<file path="src/rtl/hpp_mem_pkg.sv">
// Shared M10K reader types, defaults and address helper.
// Used by m10k_stream_reader and rd_skid_fifo.
package hpp_mem_pkg;

  localparam int DATA_W = 10;
  localparam int ADDR_W = 10;
  localparam int DEPTH  = 640;

  typedef enum logic [1:0] {
    IDLE,
    RUN,
    DRAIN
  } rd_state_t;

  function automatic logic [ADDR_W-1:0] wrap_inc(
    input logic [ADDR_W-1:0] a,
    input logic [ADDR_W-1:0] last
  );
    return (a == last) ? '0 : a + ADDR_W'(1);
  endfunction

endpackage

</file>
<file path="src/rtl/rd_skid_fifo.sv">
// Two-entry skid FIFO holding {last, data} read words.
// Absorbs the one-cycle M10K read latency under backpressure.
module rd_skid_fifo
  import hpp_mem_pkg::*;
#(
  parameter int W = hpp_mem_pkg::DATA_W + 1
) (
  input  logic         clk,
  input  logic         reset_n,
  input  logic         i_push,
  input  logic         i_pop,
  input  logic [W-1:0] i_din,
  output logic [1:0]   o_count,
  output logic [W-1:0] o_head,
  output logic         o_valid
);

  logic [W-1:0] r_mem [2];
  logic         r_wptr;
  logic         r_rptr;
  logic [1:0]   r_count;
  logic         w_pop;

  assign w_pop   = i_pop & (r_count != 2'd0);
  assign o_count = r_count;
  assign o_head  = r_mem[r_rptr];
  assign o_valid = (r_count != 2'd0);

  always_ff @(posedge clk or negedge reset_n) begin
    if (!reset_n) begin
      r_mem[0] <= '0;
      r_mem[1] <= '0;
      r_wptr   <= 1'b0;
      r_rptr   <= 1'b0;
      r_count  <= 2'd0;
    end else begin
      if (i_push) begin
        r_mem[r_wptr] <= i_din;
        r_wptr        <= ~r_wptr;
      end
      if (w_pop) begin
        r_rptr <= ~r_rptr;
      end
      r_count <= r_count + {1'b0, i_push} - {1'b0, w_pop};
    end
  end

  a_no_overflow: assert property (
    @(posedge clk) disable iff (!reset_n)
    !(i_push && !w_pop && (r_count == 2'd2))
  );

endmodule

</file>
<file path="src/rtl/m10k_stream_reader.sv">
// Scans an M10K address window onto a valid/ready stream.
// Optional clear-on-read: define M10K_READER_CLEAR_ON_READ_EN.
module m10k_stream_reader
  import hpp_mem_pkg::*;
#(
  parameter int DATA_W = hpp_mem_pkg::DATA_W,
  parameter int ADDR_W = hpp_mem_pkg::ADDR_W,
  parameter int DEPTH  = hpp_mem_pkg::DEPTH
) (
  input  logic              clk,
  input  logic              reset_n,
  input  logic              start,
  input  logic [ADDR_W-1:0] start_addr,
  input  logic [ADDR_W-1:0] len,
  output logic              busy,
  output logic              done,
  output logic [ADDR_W-1:0] rd_addr,
  input  logic [DATA_W-1:0] rd_data,
  output logic [DATA_W-1:0] out_data,
  output logic              out_valid,
  input  logic              out_ready,
  output logic              out_last,
  output logic [ADDR_W-1:0] wr_addr,
  output logic [DATA_W-1:0] wr_data,
  output logic              we
);

  localparam logic [ADDR_W-1:0] LAST_A =
    ADDR_W'(DEPTH - 1);

  rd_state_t         r_state;
  rd_state_t         w_state_nxt;
  logic [ADDR_W-1:0] r_len;
  logic [ADDR_W-1:0] r_issue_cnt;
  logic [ADDR_W-1:0] r_rd_addr;
  logic              r_inflight;
  logic              r_inflight_last;
  logic              r_done_scan;
  logic              r_done_zero;

  logic              w_load;
  logic              w_zero;
  logic              w_issue;
  logic              w_fin;
  logic              w_pop;
  logic              w_room;
  logic              w_is_last;
  logic [1:0]        w_count;
  logic [DATA_W:0]   w_head;
  logic              w_valid;

  assign busy      = (r_state != IDLE) | r_done_scan;
  assign done      = r_done_scan | r_done_zero;
  assign rd_addr   = r_rd_addr;
  assign out_valid = w_valid;
  assign out_data  = w_head[DATA_W-1:0];
  assign out_last  = w_valid & w_head[DATA_W];
  assign w_pop     = w_valid & out_ready;
  assign w_is_last = (r_issue_cnt + ADDR_W'(1)) == r_len;

  // Slots already claimed (held + in flight) must leave room after pop.
  assign w_room =
    (3'(w_count) + 3'(r_inflight)) < (3'd2 + 3'(w_pop));

  always_comb begin
    w_state_nxt = r_state;
    w_load      = 1'b0;
    w_zero      = 1'b0;
    w_issue     = 1'b0;
    w_fin       = 1'b0;
    unique case (r_state)
      IDLE: begin
        if (start && !busy) begin
          if (len != '0) begin
            w_load      = 1'b1;
            w_state_nxt = RUN;
          end else begin
            w_zero = 1'b1;
          end
        end
      end
      RUN: begin
        if ((r_issue_cnt < r_len) && w_room) begin
          w_issue = 1'b1;
          if (w_is_last) w_state_nxt = DRAIN;
        end
      end
      DRAIN: begin
        if (w_pop && w_head[DATA_W]) begin
          w_fin       = 1'b1;
          w_state_nxt = IDLE;
        end
      end
      default: w_state_nxt = IDLE;
    endcase
  end

  always_ff @(posedge clk or negedge reset_n) begin
    if (!reset_n) begin
      r_state <= IDLE;
    end else begin
      r_state <= w_state_nxt;
    end
  end

  always_ff @(posedge clk or negedge reset_n) begin
    if (!reset_n) begin
      r_len           <= '0;
      r_issue_cnt     <= '0;
      r_rd_addr       <= '0;
      r_inflight      <= 1'b0;
      r_inflight_last <= 1'b0;
      r_done_scan     <= 1'b0;
      r_done_zero     <= 1'b0;
    end else begin
      r_done_scan     <= w_fin;
      r_done_zero     <= w_zero;
      r_inflight      <= w_issue;
      r_inflight_last <= w_issue & w_is_last;
      if (w_load) begin
        r_len       <= len;
        r_issue_cnt <= '0;
        r_rd_addr   <= start_addr;
      end else if (w_issue) begin
        r_issue_cnt <= r_issue_cnt + ADDR_W'(1);
        r_rd_addr   <= wrap_inc(r_rd_addr, LAST_A);
      end
    end
  end

  rd_skid_fifo #(
    .W (DATA_W + 1)
  ) u_fifo (
    .clk     (clk),
    .reset_n (reset_n),
    .i_push  (r_inflight),
    .i_pop   (w_pop),
    .i_din   ({r_inflight_last, rd_data}),
    .o_count (w_count),
    .o_head  (w_head),
    .o_valid (w_valid)
  );

`ifdef M10K_READER_CLEAR_ON_READ_EN
  logic [ADDR_W-1:0] r_inflight_addr;

  always_ff @(posedge clk or negedge reset_n) begin
    if (!reset_n) begin
      r_inflight_addr <= '0;
    end else begin
      r_inflight_addr <= r_rd_addr;
    end
  end

  assign we      = r_inflight;
  assign wr_addr = r_inflight ? r_inflight_addr : '0;
  assign wr_data = '0;
`else
  assign we      = 1'b0;
  assign wr_addr = '0;
  assign wr_data = '0;
`endif

endmodule

</file>
<file path="config.mk">
export PLATFORM = sky130hd
export DESIGN_NAME = m10k_stream_reader
export DESIGN_NICKNAME = d
export VERILOG_FILES = /design/src/rtl/hpp_mem_pkg.sv /design/src/rtl/rd_skid_fifo.sv /design/src/rtl/m10k_stream_reader.sv
export SDC_FILE = /design/constraint.sdc
export NUM_CORES = 1
export LEC_CHECK = 0
export ABC_AREA = 1
export CORE_MARGIN = 2
export CORE_UTILIZATION = 51
export DETAILED_ROUTE_END_ITERATION = 8
export PLACE_DENSITY = 0.77
export SETUP_SLACK_MARGIN = 0.5
export SYNTH_ARGS = -nofsm -noshare
export SYNTH_HDL_FRONTEND = slang
export SYNTH_SLANG_ARGS = --single-unit
</file>
<file path="constraint.sdc">
create_clock -name clk -period 2.1 [get_ports clk]
set_clock_uncertainty 0.05 [all_clocks]
set_input_delay 0.21 -clock clk [delete_from_list [all_inputs] [get_ports clk]]
set_output_delay 0.21 -clock clk [all_outputs]
set_load 0.05 [all_outputs]
</file>
### Word-level counts from Yosys, hierarchy flattened

Cells that the tools add are included.

| word-level totals | value |
|---|---|
| register bits after elaboration | 62 |
| bits of input ports | 34 |
| memory bits (read-only) | 0 |
| memories | 0 |
| latch bits | 0 |
| memory bits (writable) | 0 |
| word-level logic and storage cells | 81 |

| cells by class | value |
|---|---|
| shifts and indexed selects | 0 |
| equal/unequal tests | 9 |
| bitwise operators | 10 |
| $lt $le $gt $ge | 5 |
| muxes and demuxes | 27 |
| add/subtract/negate cells | 6 |
| div/mod/pow operators | 0 |
| reductions and logical operators | 11 |
| multipliers | 0 |

Operator list:

| operator | count |
|---|---|
| 2-to-1 mux 10 bit | 5 |
| 2-to-1 mux 11 bit | 4 |
| bitwise mux 22 bit | 1 |
| adder 10 x 1 -> 10 bit (second input constant) | 2 |
| demux 11 bit (select 1 bit) | 1 |
| equality test 10 bit | 1 |
| equality test 10 bit (second input constant) | 1 |
| less-than comparator 10 bit | 1 |
| 2-to-1 mux 1 bit | 10 |
| 2-to-1 mux 2 bit | 5 |
| inequality test 2 bit (second input constant) | 5 |
| nonzero test 10 bit | 1 |
| one-hot mux 2 bit (3 select lines) | 1 |
| nonzero test 2 bit | 3 |
| AND reduction 5 bit | 1 |
| AND 1 bit | 4 |
| greater-or-equal comparator 2 bit (second input constant) | 2 |
| logical AND 1 bit | 4 |
| inverter 1 -> 2 bit | 2 |
| adder 2 x 1 -> 3 bit | 1 |
| adder 2 x 1 -> 3 bit (first input constant) | 1 |
| less-than comparator 3 bit | 1 |
| adder 2 x 1 -> 2 bit | 1 |
| equality test 2 x 1 -> 1 bit (second input constant) | 1 |
| other kinds (7) | 9 |

### Logic depth before layout (Yosys ltp)

Gate-level depths: netlist of the first run.

| logic depth | value |
|---|---|
| word-level depth | 9 |
| gate-level depth with buffers | 13 |

### Cells and area by module

From an unflattened synthesis of the first run, not the netlist that was laid out.

| unflattened totals | value |
|---|---|
| cells, all modules | 497 |
| area total of the unflattened synthesis | 3794.9 µm² |

Modules (own cells, without submodules):

| module | seq. area each (µm²) | instances | area each (µm²) | cells each |
|---|---|---|---|---|
| m10k_stream_reader | 900.9 | 1 | 2528.7 | 353 |
| rd_skid_fifo | 650.6 | 1 | 1266.2 | 144 |

### Least setup slack after synthesis of the first run

Ideal clock, no wire load.

| path | value |
|---|---|
| kind | flip-flop to flip-flop |
| from | reg r_rd_addr[0], in the netlist rd_addr[0] |
| to | reg r_rd_addr[8], in the netlist rd_addr[8] |
| period minus slack after synthesis | 1.959 ns |
| path slack | 0.141 ns |
| stages on the path, launching flop included | 11 |
| data required time | 1.923 ns |
| arrival time | 1.782 ns |
| path buffers | 0 |
| cells stage by stage | dfrtp_1 > ha_1 > nand2_1 > nor2_1 > nand4_1 > nor2_1 > nand2_1 > nand2_1 > o21ai_0 > nand2_1 > o21ai_0 |

| between the ends | value |
|---|---|
| longest elaborated chain between the ends | 4 |
| elaborated cells between the ends (all ways) | 5 |
| those cells by class | 1 x add/sub; 1 x eq/ne; 3 x mux |

RTL lines:

| element | line | source |
|---|---|---|
| start: declaration | m10k_stream_reader.sv:35 | `logic [ADDR_W-1:0] r_rd_addr;` |
| start signal: assignment | m10k_stream_reader.sv:123 | `r_rd_addr <= start_addr;` |
| start signal: assignment | m10k_stream_reader.sv:126 | `r_rd_addr <= wrap_inc(r_rd_addr, LAST_A);` |
| adder 10 x 1 -> 10 bit or equality test 10 bit (tied branches) | hpp_mem_pkg.sv:19 | `return (a == last) ? '0 : a + ADDR_W'(1);` |
| 2-to-1 mux 10 bit (*) | hpp_mem_pkg.sv:19 |  |
| 2-to-1 mux 10 bit (*) | m10k_stream_reader.sv:124 | `end else if (w_issue) begin` |
| 2-to-1 mux 10 bit (*) | m10k_stream_reader.sv:120 | `if (w_load) begin` |

Mark *: on every way between the ends. The rest lies on a longest branch, timed or not. The select of a mux whose other input is x is not followed.
A chain may end at the register's enable or synchronous reset.

### Worst setup path after layout of the first run

| path | value |
|---|---|
| from | reg r_issue_cnt[3] |
| to | reg r_rd_addr[6], in the netlist rd_addr[6] |

| between the ends | value |
|---|---|
| longest elaborated chain between the ends | 5 |

RTL lines:

| element | line | source |
|---|---|---|
| start: declaration | m10k_stream_reader.sv:34 | `logic [ADDR_W-1:0] r_issue_cnt;` |
| start signal: assignment | m10k_stream_reader.sv:125 | `r_issue_cnt <= r_issue_cnt + ADDR_W'(1);` |
| less-than comparator 10 bit | m10k_stream_reader.sv:83 | `if ((r_issue_cnt < r_len) && w_room) begin` |
| logical AND 1 bit | m10k_stream_reader.sv:83 |  |
| 2-to-1 mux 1 bit | m10k_stream_reader.sv:83 |  |
| 2-to-1 mux 1 bit | m10k_stream_reader.sv:71 | `unique case (r_state)` |
| nonzero test 2 bit (no line) | n/a |  |

Every way passes these cells.

==> results of run 1 <==
## what timing repair did
item	CTS	global route
pin swaps	23	27
hold buffers	1	0
gates resized for setup	88	96
hold endpoints to repair	8	0
buffers inserted	28	8
endpoints found under the setup margin	59	53
gates cloned	4	3
## cell families after synthesis
family / synth area share
adder cells (fa/ha/maj): 0.0557
other: 0.00104
flip-flops: 0.432
AND/OR/NAND/NOR: 0.272
XOR/XNOR: 0.0195
buffers and inverters: 0.122
AO/OA/AOI/OAI: 0.0976
## worst max-delay path, stage by stage (launching register included)
cell and delay (ps):
sky130_fd_sc_hd__dfrtp_1 430, sky130_fd_sc_hd__ha_4 270, sky130_fd_sc_hd__a21oi_2 140, sky130_fd_sc_hd__o21ai_1 100, sky130_fd_sc_hd__nand2_1 80, sky130_fd_sc_hd__nand3_1 100
sky130_fd_sc_hd__nor2_2 160, sky130_fd_sc_hd__nand2_4 110, sky130_fd_sc_hd__buf_12 170, sky130_fd_sc_hd__nand2_8 100, sky130_fd_sc_hd__nor2_2 40, sky130_fd_sc_hd__a21oi_2 90
## routing by layer
layer  part of all wire  vias to the layer above  global-route usage  routed length, um
met1               0.36                     1689               0.324               4060
met5                  0                        -                   0                  0
met3              0.074                       58              0.0650                823
li1                   -                     1674                   -                  -
met2               0.51                      210               0.477               5740
met4              0.049                        0               0.148                544
## how the worst max path moves through the flow
stage / cells after the start / slack (ps) / endpoint / startpoint
after floorplan: 10 / 370 / rd_addr[8]$_DFFE_PN0P_ / rd_addr[0]$_DFFE_PN0P_
after global placement: 11 / 160 / rd_addr[6]$_DFFE_PN0P_ / r_len[5]$_DFFE_PN0P_
after detailed placement: 10 / 130 / r_issue_cnt[2]$_DFFE_PN0P_ / r_len[5]$_DFFE_PN0P_
after CTS: 12 / 260 / rd_addr[6]$_DFFE_PN0P_ / r_len[3]$_DFFE_PN0P_
after global routing: 12 / 90 / rd_addr[6]$_DFFE_PN0P_ / r_len[8]$_DFFE_PN0P_
final: 11 / 180 / rd_addr[6]$_DFFE_PN0P_ / r_issue_cnt[3]$_DFFE_PN0P_
## power by group
group	leakage [nW]	switching [mW]	internal, mW
sequential	0.773	0.507	1.70
combinational	1.80	3.92	2.83
clock	0.106	0.521	0.671
total	2.68	4.94	5.20
## metrics by stage
stage | worst slack (ps) | power [mW] | cells | utilization | cell area [um2]
detailed placement | 129 | 6.56 | 616 | 0.641 | 4360
global route | 88.7 | 10.7 | 676 | 0.820 | 5570
floorplan | 368 | 5.08 | 486 | - | 3700
CTS | 258 | 9.12 | 665 | 0.761 | 5170
global placement | 162 | 6.42 | 616 | 0.641 | 4360
finish | 176 | 10.1 | 676 | 0.820 | 5570
## flip-flops by register name, indices dropped and copies added, names as in the netlist
register / cells
u_fifo.r_mem: 22
r_issue_cnt: 10
r_len: 10
rd_addr: 10
r_state: 2
u_fifo.o_count: 2
r_done_scan: 1
r_done_zero: 1
r_inflight: 1
r_inflight_last: 1
u_fifo.r_rptr: 1
u_fifo.r_wptr: 1
## cell type report
| cell class | instances | area, um2 | share of cell area |
|---|---|---|---|
| clock buffer | 9 | 124 | 0.0222 |
| clock inverter | 7 | 97.6 | 0.0175 |
| tap | 96 | 120 | 0.0216 |
| sequential | 62 | 1560 | 0.280 |
| inverter | 54 | 210 | 0.0377 |
| timing repair inverter | 1 | 5.00 | 0.000898 |
| timing repair buffer | 108 | 1190 | 0.214 |
| multi-input combinational | 339 | 2270 | 0.407 |
## cell usage after synthesis (all sizes together) (2+ instances only)
| library cell | count | area [um2] |
|---|---|---|
| dfrtp | 62 | 1550 |
| o22ai | 5 | 31.3 |
| o21ai | 44 | 228 |
| inv | 54 | 203 |
| buf | 26 | 206 |
| ha | 16 | 200 |
| xor2 | 4 | 35.0 |
| a21oi | 10 | 53.8 |
| clkbuf | 8 | 30.0 |
| xnor2 | 4 | 35.0 |
| nand3 | 41 | 215 |
| nor3b | 2 | 15.0 |
| nand4 | 5 | 31.3 |
| nand2 | 144 | 563 |
| nor2 | 34 | 145 |
## placed cells by master, fill, tap and decap left out, types with 4 or more instances in the layout
cell type                         instances
sky130_fd_sc_hd__a21oi_2                  6
sky130_fd_sc_hd__o21ai_0                 33
sky130_fd_sc_hd__dfrtp_2                  5
sky130_fd_sc_hd__nor2_2                   7
sky130_fd_sc_hd__buf_4                   34
sky130_fd_sc_hd__nand2_8                  4
sky130_fd_sc_hd__nand4_1                  5
sky130_fd_sc_hd__buf_6                    6
sky130_fd_sc_hd__nand3_1                 26
sky130_fd_sc_hd__conb_1                  21
sky130_fd_sc_hd__clkbuf_8                 9
sky130_fd_sc_hd__nand2_4                 25
sky130_fd_sc_hd__dfrtp_1                 57
sky130_fd_sc_hd__ha_4                     7
sky130_fd_sc_hd__dlygate4sd2_1            4
sky130_fd_sc_hd__inv_1                   39
sky130_fd_sc_hd__dlymetal6s2s_1           4
sky130_fd_sc_hd__clkinvlp_4               4
sky130_fd_sc_hd__o22ai_2                  5
sky130_fd_sc_hd__nand2_1                 93
sky130_fd_sc_hd__buf_12                  17
sky130_fd_sc_hd__nor2_1                  22
sky130_fd_sc_hd__o21ai_1                  4
sky130_fd_sc_hd__xnor2_1                  4
sky130_fd_sc_hd__inv_2                   13
sky130_fd_sc_hd__ha_1                     8
sky130_fd_sc_hd__nand3_2                 13
sky130_fd_sc_hd__xor2_1                   4
sky130_fd_sc_hd__nand2_2                 25
sky130_fd_sc_hd__clkdlybuf4s50_1         28
sky130_fd_sc_hd__nor2_4                   5
sky130_fd_sc_hd__o21ai_2                  7
sky130_fd_sc_hd__clkbuf_2                 5
==> results_tabular.tex, run 1 <==
\begin{tabular}{lr}
\hline
Metric & Value \\
\hline
\multicolumn{2}{l}{\textbf{Floorplan}} \\
\quad Effective utilization at floorplan & 0.529 \\
\quad Die width & a little under 90 um \\
\quad Area of the die & 7730 um2 \\
\quad Overall die height & just under 90 um \\
\quad Top-level port count & 79 \\
\quad Standard cell core area & 6790 um2 \\
\quad Number of rows created at floorplan & 30 \\
\multicolumn{2}{l}{\textbf{Global routing}} \\
\quad Initial antenna violation count & 0 \\
\quad First-pass GRT wire length & between 15000 and 20000 um \\
\quad Maximum number of pins on one net before global-route repair & 28 \\
\quad GRT Resource Usage Total & 0.279 \\
\quad Total congestion overflow & 0 \\
\quad Vias in the first global route & 3572 \\
\multicolumn{2}{l}{\textbf{Detailed routing}} \\
\quad Pre-Repair DR Iteration Count & 5 \\
\quad DRC violations left & 0 \\
\quad Routed Wire Length & roughly 11000 um \\
\quad Routed wire length per instance & 16.5 um \\
\quad Routed vias & $\sim$3600 \\
\quad Number of nets with antenna violations after routing & 0 \\
\quad Initial DRC Count & 267 \\
\quad Via count normalized by instance count & approximately 5.4 \\
\multicolumn{2}{l}{\textbf{Critical path}} \\
\quad Critical path type & register to register \\
\quad Data required time of the critical path & about 2300 ps \\
\quad Type of destination of the critical path & register \\
\quad Worst path arrival time & approximately 2200 ps \\
\quad Critical Path Start Type & register \\
\quad RR Endpoint & rd\_addr[6]\$\_DFFE\_PN0P\_ \\
\quad Worst flop-to-flop path startpoint & r\_issue\_cnt[3]\$\_DFFE\_PN0P\_ \\
\quad Maximum fanout count along the critical path & 6 \\
\quad Reg-to-reg slack, setup & roughly 180 ps \\
\quad Logic depth of the worst register-to-register path & 11 \\
\multicolumn{2}{l}{\textbf{Run status}} \\
\quad Result of the run & finished, final reports clean \\
\multicolumn{2}{l}{\textbf{Clock tree}} \\
\quad Clock root buffer & sky130\_fd\_sc\_hd\_\_clkbuf\_8 \\
\quad H-tree level count & 3 \\
\quad Clock latency at the later pin of the worst-skew pair & $\sim$350 ps \\
\quad CTS tree & done \\
\quad Clock tree sinks & 62 \\
\quad CTS max path bufs & 2 \\
\quad Clock transition at the registers of the reported paths & approximately 70 ps \\
\quad Inserted Clock Buffers & 9 \\
\multicolumn{2}{l}{\textbf{Yosys}} \\
\quad Flip-flop and latch count after synthesis & 62 \\
\quad Synth warn & 0 \\
\quad Top\_reg\_cell synth & sky130\_fd\_sc\_hd\_\_dfrtp\_1 \\
\quad Post-Syn Area & approximately 3600 um2 \\
\quad Async SR Flop Fraction & 1.00 \\
\quad Distinct cell type count of the synthesized netlist & 31 \\
\quad Post-synth EDFFs & 0 \\
\quad Register area share after synthesis & 0.432 \\
\quad Cells after Synth & between 400 and 500 \\
\quad Post-synthesis area per instance & 7.71 um2 \\
\multicolumn{2}{l}{\textbf{Power}} \\
\quad Power density cells & between 1500 and 2000 nW/um2 \\
\quad Leakage & approximately 2.7 nW \\
\quad Max VDD drop & 0.000921 V \\
\multicolumn{2}{l}{\textbf{STA}} \\
\quad Final Cycle Share & 0.916 \\
\quad Worst-margin pin slew & about 630 ps \\
\quad Unrepaired setup endpoints after global routing & true \\
\quad Relative slew slack & 0.580 \\
\quad Maximum achievable frequency & around 520 MHz \\
\quad Final-report setup violation count & 0 \\
\quad Final max-slew violation count & 0 \\
\quad Minimum hold slack & 85.6 ps \\
\quad Post-layout minimum cycle time & $\sim$1900 ps \\
\quad Setup TNS & 0 ps \\
\quad Hold violation total from the final report & 0 \\
\multicolumn{2}{l}{\textbf{Final layout}} \\
\quad Nets & between 600 and 700 \\
\quad Synthesis-to-finish area growth & 55.2\% \\
\quad Antenna Diode Count & 0 \\
\quad Layout cell share with drive strength beyond 1 & 0.372 \\
\quad Filler Cell Count & 371 \\
\multicolumn{2}{l}{\textbf{Job}} \\
\quad Number of maximum-capacitance constraint violations & 0 \\
\multicolumn{2}{l}{\textbf{Placed design}} \\
\quad RePlAce Congestion & 0.930 \\
\quad Number of port buffers & 57 \\
\quad Dpl hpwl & around 5900 um \\
\multicolumn{2}{l}{\textbf{Hold path}} \\
\quad Worst Hold Launch & len[6] \\
\quad Worst Hold End & r\_len[6]\$\_DFFE\_PN0P\_ \\
\quad Number of stages on the worst hold path & 3 \\
\quad Worst min-delay path class & input port to register \\
\hline
\end{tabular}
Note: power is estimated with default switching activity, not from simulation.
==> run 2, diff against run 1 <==
CAP_MARGIN = 25   (was unset)
==> results of run 2 <==
The final DEF is identical to that of run 1; final timing and power are the same.
